==> src/rtl/spi_word_master.sv <==
// SPI mode-0 host sequencer: streams 64-bit words (least-significant byte first, MSB first within
// each byte) under one CS assertion per frame and captures the reply word shifted in on CIPO.
module spi_word_master #(
  parameter int unsigned CLKDIV   = 2,
  parameter int unsigned CS_SETUP = 2,
  parameter int unsigned CS_IDLE  = 4
) (
  input  logic        CLK,
  input  logic        resetn,
  input  logic [63:0] tx_data,
  input  logic        tx_last,
  input  logic        tx_valid,
  output logic        tx_ready,
  output logic [63:0] rx_data,
  output logic        rx_valid,
  input  logic        abort,
  output logic        busy,
  output logic        SCK,
  output logic        CS,
  output logic        COPI,
  input  logic        CIPO
);
  localparam int unsigned WORD_W = 64;
  localparam int unsigned CNT_W  = 8;
  localparam int unsigned BIT_W  = 6;

  typedef enum logic [2:0] {IDLE, SETUP, SHIFT, NEXT, HOLD} state_t;

  state_t            state, state_n;
  logic [CNT_W-1:0]  cnt, cnt_n;
  logic [BIT_W-1:0]  bit_cnt, bit_cnt_n, bit_inc;
  logic [WORD_W-1:0] tx_word, tx_word_n, rx_shift, rx_shift_n, rx_data_n;
  logic              last_q, last_n;
  logic              sck_n, cs_n, copi_n, rx_valid_n, tx_ready_n, busy_n;
  logic              accept;

  // Wire bit n maps to data bit {n[5:3], 7 - n[2:0]}: byte order kept, bits reversed in a byte.
  function automatic logic [BIT_W-1:0] wire_idx(input logic [BIT_W-1:0] n);
    return {n[5:3], ~n[2:0]};
  endfunction

  assign accept  = tx_valid & tx_ready & ~abort;
  assign bit_inc = bit_cnt + BIT_W'(1);

  always_ff @(posedge CLK or negedge resetn) begin
    if (!resetn) begin
      state    <= IDLE;
      cnt      <= '0;
      bit_cnt  <= '0;
      tx_word  <= '0;
      rx_shift <= '0;
      rx_data  <= '0;
      last_q   <= 1'b0;
      SCK      <= 1'b0;
      CS       <= 1'b1;
      COPI     <= 1'b0;
      rx_valid <= 1'b0;
      tx_ready <= 1'b0;
      busy     <= 1'b0;
    end else begin
      state    <= state_n;
      cnt      <= cnt_n;
      bit_cnt  <= bit_cnt_n;
      tx_word  <= tx_word_n;
      rx_shift <= rx_shift_n;
      rx_data  <= rx_data_n;
      last_q   <= last_n;
      SCK      <= sck_n;
      CS       <= cs_n;
      COPI     <= copi_n;
      rx_valid <= rx_valid_n;
      tx_ready <= tx_ready_n;
      busy     <= busy_n;
    end
  end

  always_comb begin
    state_n    = state;
    cnt_n      = cnt;
    bit_cnt_n  = bit_cnt;
    tx_word_n  = tx_word;
    rx_shift_n = rx_shift;
    rx_data_n  = rx_data;
    last_n     = last_q;
    sck_n      = SCK;
    cs_n       = CS;
    copi_n     = COPI;
    rx_valid_n = 1'b0;

    case (state)
      IDLE: begin
        if (accept) begin
          tx_word_n = tx_data;
          last_n    = tx_last;
          bit_cnt_n = '0;
          cs_n      = 1'b0;
          copi_n    = tx_data[wire_idx(BIT_W'(0))];
          cnt_n     = CNT_W'(CS_SETUP - 1);
          state_n   = SETUP;
        end
      end
      SETUP: begin
        if (cnt == '0) begin
          cnt_n   = CNT_W'(CLKDIV - 1);
          state_n = SHIFT;
        end else begin
          cnt_n = cnt - CNT_W'(1);
        end
      end
      SHIFT: begin
        if (cnt != '0) begin
          cnt_n = cnt - CNT_W'(1);
        end else begin
          cnt_n = CNT_W'(CLKDIV - 1);
          if (!SCK) begin
            sck_n = 1'b1;
            rx_shift_n[wire_idx(bit_cnt)] = CIPO;
          end else begin
            sck_n = 1'b0;
            if (bit_cnt == '1) begin
              // 64th falling edge: word complete
              rx_data_n  = rx_shift;
              rx_valid_n = 1'b1;
              if (last_q) begin
                cs_n    = 1'b1;
                copi_n  = 1'b0;
                cnt_n   = CNT_W'(CS_IDLE - 1);
                state_n = HOLD;
              end else begin
                state_n = NEXT;
              end
            end else begin
              bit_cnt_n = bit_inc;
              copi_n    = tx_word[wire_idx(bit_inc)];
            end
          end
        end
      end
      NEXT: begin
        if (accept) begin
          tx_word_n = tx_data;
          last_n    = tx_last;
          bit_cnt_n = '0;
          copi_n    = tx_data[wire_idx(BIT_W'(0))];
          cnt_n     = CNT_W'(CLKDIV - 1);
          state_n   = SHIFT;
        end
      end
      HOLD: begin
        if (cnt == '0) state_n = IDLE;
        else           cnt_n   = cnt - CNT_W'(1);
      end
      default: state_n = IDLE;
    endcase

    // Abort drops the in-flight word and releases the bus
    if (abort && (state != IDLE)) begin
      state_n    = HOLD;
      sck_n      = 1'b0;
      cs_n       = 1'b1;
      copi_n     = 1'b0;
      rx_valid_n = 1'b0;
      rx_data_n  = rx_data;
      cnt_n      = CNT_W'(CS_IDLE - 1);
    end

    tx_ready_n = (state_n == IDLE) || (state_n == NEXT);
    busy_n     = (state_n != IDLE);
  end
endmodule

==> config.mk <==
export PLATFORM = sky130hd
export DESIGN_NAME = spi_word_master
export DESIGN_NICKNAME = d
export VERILOG_FILES = /design/src/rtl/spi_word_master.sv
export SDC_FILE = /design/constraint.sdc
export NUM_CORES = 1
export LEC_CHECK = 0
export ABC_AREA = 1
export ABC_CLOCK_PERIOD_IN_PS = 4800
export CAP_MARGIN = 0
export CELL_PAD_IN_SITES_DETAIL_PLACEMENT = 1
export CELL_PAD_IN_SITES_GLOBAL_PLACEMENT = 2
export CORE_UTILIZATION = 35
export CTS_CLUSTER_SIZE = 20
export DETAILED_ROUTE_END_ITERATION = 6
export PLACE_DENSITY = 0.87
export SLEW_MARGIN = 10
export SYNTH_ARGS = -nofsm -noshare
export SYNTH_HDL_FRONTEND = slang
export SYNTH_SLANG_ARGS = --single-unit
==> constraint.sdc <==
create_clock -name CLK -period 4.8 [get_ports CLK]
set_clock_uncertainty 0.05 [all_clocks]
set_input_delay 0.48 -clock CLK [delete_from_list [all_inputs] [get_ports CLK]]
set_output_delay 0.48 -clock CLK [all_outputs]
set_load 0.01 [all_outputs]
==> results.cfg <==
[cts]
hold_buffers = 0
post-cts-setup-buffers = 0
cts_htree_levels = 1
worst_skew_pair.late_latency_ps = 520
cts_tree = yes
number_of_gates_given_a_new_drive_strength_after_cts = 0
worst_setup_hold_path_clk_slew_ps = 60
cts_root_buf = sky130_fd_sc_hd__clkbuf_16
ctsLongestPathBuffers = 3
cts_buffers = 24
clkSinkCount = 216

[route]
wire_per_inst_um = 16.5
first_iter_violations = 564
detail_route.vias_per_cell = 4.99
drc = 0
drt_first_pass_iters = 4
vias = 7797
postRouteAntennaNets = 0
drt-total-wl_mm = 25.8

[logic_synthesis]
synth_top_area_share_pct = 56.5
post_synthesis_compound_gate_area_fraction_pct = 12.9
yosysWarnings = 0
synth-main-ff-cell = sky130_fd_sc_hd__dfrtp_1
netlist_instances = 1090
post_synth_fa_ha_maj_area_fraction_pct = 0.263
syn-num-nets = 1162
post_synth_and_or_nand_nor_area_fraction_pct = 21.2
synth.yosys.seq_area_share_pct = 56.8
ys_async_sr_fraction_pct = 100
yosys_register_bits = 216
yosys.cell_count.top_type = sky130_fd_sc_hd__nand2_1
muxShareOfSynthArea_pct = 1.77
synth_edf_count = 0
synth-xor-area-share_pct = 0.184
synth_top_family_by_area = simple AND/OR/NAND/NOR gates
synthDominantAreaCellType = sky130_fd_sc_hd__dfrtp_1
netlist_top_cells_count = 288 x sky130_fd_sc_hd__nand2_1, 215 x sky130_fd_sc_hd__dfrtp_1, 123 x sky130_fd_sc_hd__a21oi_1
synth_area_per_cell_sq_um = 8.74
synth.distinct_cells = 35
ys_top_cells_by_area = sky130_fd_sc_hd__dfrtp_1 56%, sky130_fd_sc_hd__nand2_1 11%, sky130_fd_sc_hd__a21oi_1 6.5%, sky130_fd_sc_hd__a31oi_1 4.2%, sky130_fd_sc_hd__inv_1 3.7%
synthesis.area_sq_mm = 0.00953

[layout]
antennaDiodeCount = 0
final_layout_size_suffix_gt1_share_pct = 7.53
syn_to_final_growth_pct = 25.9
nets = 1277
design_area_sq_mm = 0.0120
num-fill-cells = 3147
multi_input_comb_area_sq_mm = 0.00351
layout.area.seq_sq_mm = 0.00541
layout.cells.non_filler = 1563

[floorplan]
die_area_sq_mm = 0.0279
die_height_um = 167
io-pin-count = 140
rows = 60
coreArea_sq_mm = 0.0268
die_w_um = 167
floorplan.initialDensity_pct = 35.5

[global_routing]
grt_use_total_pct = 19.3
grt_pass1_wl_mm = 43.8
gr-total-overflow = 0
largest_net_degree_at_the_start_of_global_routing = 116
grt_pass1_vias = 8325
antenna_found_initial = 0

[setup_path]
critPathMaxFanout = 45
path_buf_inv = 2
cpLargestDelayFamily = simple AND/OR/NAND/NOR gates
reg2reg_slack_ps = 1790
cp.arrival_ps = 3370
ff2ff_path_depth = 13
setup.worst_path.class = register to register
critical-path-max-stage-delay_ps = 820
cp-end-kind = register
timing.rr.end = COPI$_DFFE_PN0P_
worst_r2r_startpoint = bit_cnt[0]$_DFFE_PN0P_
critical_path.cell_chain = buf_4, ha_1, inv_1, nand3_1, nand3_1, nand3_1, nand3_1, nand3_1, nand2_1, nand2_1, nand2_1, nand2_1, nand2_1
crit_path_slowest_cell = sky130_fd_sc_hd__ha_1
setup.worst_path.start_class = register
worstPathRequired_ps = 5160

[placement]
placedInstanceArea_sq_mm = 0.0112
dpl_worst_slack_ps = 1790
numPlacedInstances = 1520
post-dp-hpwl_mm = 16.8
globalplace.congestion = 0.803
port_buffer_cells = 139

[run_status]
outcome = finished with violations
violated_checks = negative hold slack

[power]
worst_ir_drop_vdd_v = 0.000236
post-layout-total-power_mw = 5.58
switchingPower_mw = 1.97
p_leak_nw = 5.60
seqPwrFrac_pct = 39.1
switching_share_pct = 35.2
p_int_mw = 3.62
cellPowerDensity_mw_per_mm2 = 466
power_frac_comb_pct = 28.6
clockPowerShare_pct = 32.4

[timing]
timing_worst_slew_pin_value_ps = 1110
final-hold-violation-count = 12
achievable-frequency_mhz = 332
layout_min_cycle_time_ps = 3010
hold_ws_ps = -59.3
worst_slack_ps = 1790
timing.final.crit_share_pct = 62.7
maxSlewViolCount = 0
max-slew-margin-rel_pct = 25.7
finalSetupViolCount = 0
rsz0062_at_grt = no
totalNegativeSetupSlack_ps = 0

[flow_run]
timing.max_cap.violations = 0

[hold_path]
min-delay-path-class = input pin to asynchronous set/reset pin
-- cells in the final DEF (no fill, tap or decap), types with 3 or more instances in the layout --
cell type	instances
sky130_fd_sc_hd__buf_4	11
sky130_fd_sc_hd__clkbuf_16	25
sky130_fd_sc_hd__nor2_1	92
sky130_fd_sc_hd__o211ai_1	3
sky130_fd_sc_hd__nand4_1	3
sky130_fd_sc_hd__nand3_1	64
sky130_fd_sc_hd__clkbuf_8	8
sky130_fd_sc_hd__nand2_1	287
sky130_fd_sc_hd__a21oi_1	123
sky130_fd_sc_hd__clkinv_2	3
sky130_fd_sc_hd__inv_1	93
sky130_fd_sc_hd__inv_2	4
sky130_fd_sc_hd__mux2_2	15
sky130_fd_sc_hd__clkbuf_1	6
sky130_fd_sc_hd__nor3_2	8
sky130_fd_sc_hd__nor4_4	6
sky130_fd_sc_hd__dfrtp_1	215
sky130_fd_sc_hd__clkdlybuf4s50_1	138
sky130_fd_sc_hd__o22ai_1	5
sky130_fd_sc_hd__a31oi_1	64
sky130_fd_sc_hd__o21ai_0	25
-- cell families (layout without fill, tap and decap cells) --
| group | after synthesis | after routing |
|---|---|---|
| mux | 15 | 15 |
| xor+xnor | 2 | 2 |
| buf+inv | 160 | 292 |
| simple gates | 471 | 471 |
| fa+ha+maj | 2 | 2 |
| flops | 216 | 216 |
| compound gates | 224 | 224 |
-- metrics by stage --
| step | hold WS, ps | utilization (%) |
|---|---|---|
| floorplan | 134 | - |
| global placement | 403 | 41.8 |
| detailed placement | 412 | 41.8 |
| CTS | 32.5 | 44.7 |
| global route | 44.1 | 44.7 |
| finish | -59.3 | 44.7 |
-- area by class of cell --
| type | count | share of cell area (%) |
|---|---|---|
| clock buffers | 39 | 6.32 |
| inverters | 98 | 3.07 |
| flip-flops and latches | 216 | 45.1 |
| multi-input cells | 714 | 29.3 |
| well taps | 341 | 3.56 |
| repair buffers | 151 | 12.5 |
| clock inverters | 4 | 0.188 |
-- registers in the layout, indices dropped and copies added (netlist names) --
signal    flops
SCK           1
tx_word      64
rx_shift     64
last_q        1
cnt           8
rx_data      64
rx_valid      1
bit_cnt       6
busy          1
COPI          1
CS            1
tx_ready      1
state         3
-- worst max path at each step --
stage | from | endpoint | slack (ps) | depth (start not counted)
floorplan | cnt[0]$_DFFE_PN0P_ | cnt[2]$_DFFE_PN0P_ | 2700 | 13
global placement | bit_cnt[0]$_DFFE_PN0P_ | COPI$_DFFE_PN0P_ | 1790 | 13
detailed placement | bit_cnt[0]$_DFFE_PN0P_ | COPI$_DFFE_PN0P_ | 1790 | 13
CTS | bit_cnt[0]$_DFFE_PN0P_ | COPI$_DFFE_PN0P_ | 1760 | 13
global route | bit_cnt[0]$_DFFE_PN0P_ | COPI$_DFFE_PN0P_ | 1480 | 13
finish | bit_cnt[0]$_DFFE_PN0P_ | COPI$_DFFE_PN0P_ | 1790 | 13
-- metal layers --
metal,track usage [%],routed length [um]
met4,4.31,459
met2,32.4,12100
met5,0,0
met1,26.6,12300
met3,2.45,877
-- power by group through the flow --
stage               Combinational, mW  Clock (mW)  Sequential, mW
floorplan                        1.10           0            2.14
global placement                 1.58           0            2.20
detailed placement               1.61           0            2.21
CTS                              1.62        1.85            2.18
global route                     1.80        1.92            2.20
finish                           1.60        1.81            2.18
Power figures use the tool's default switching activity.
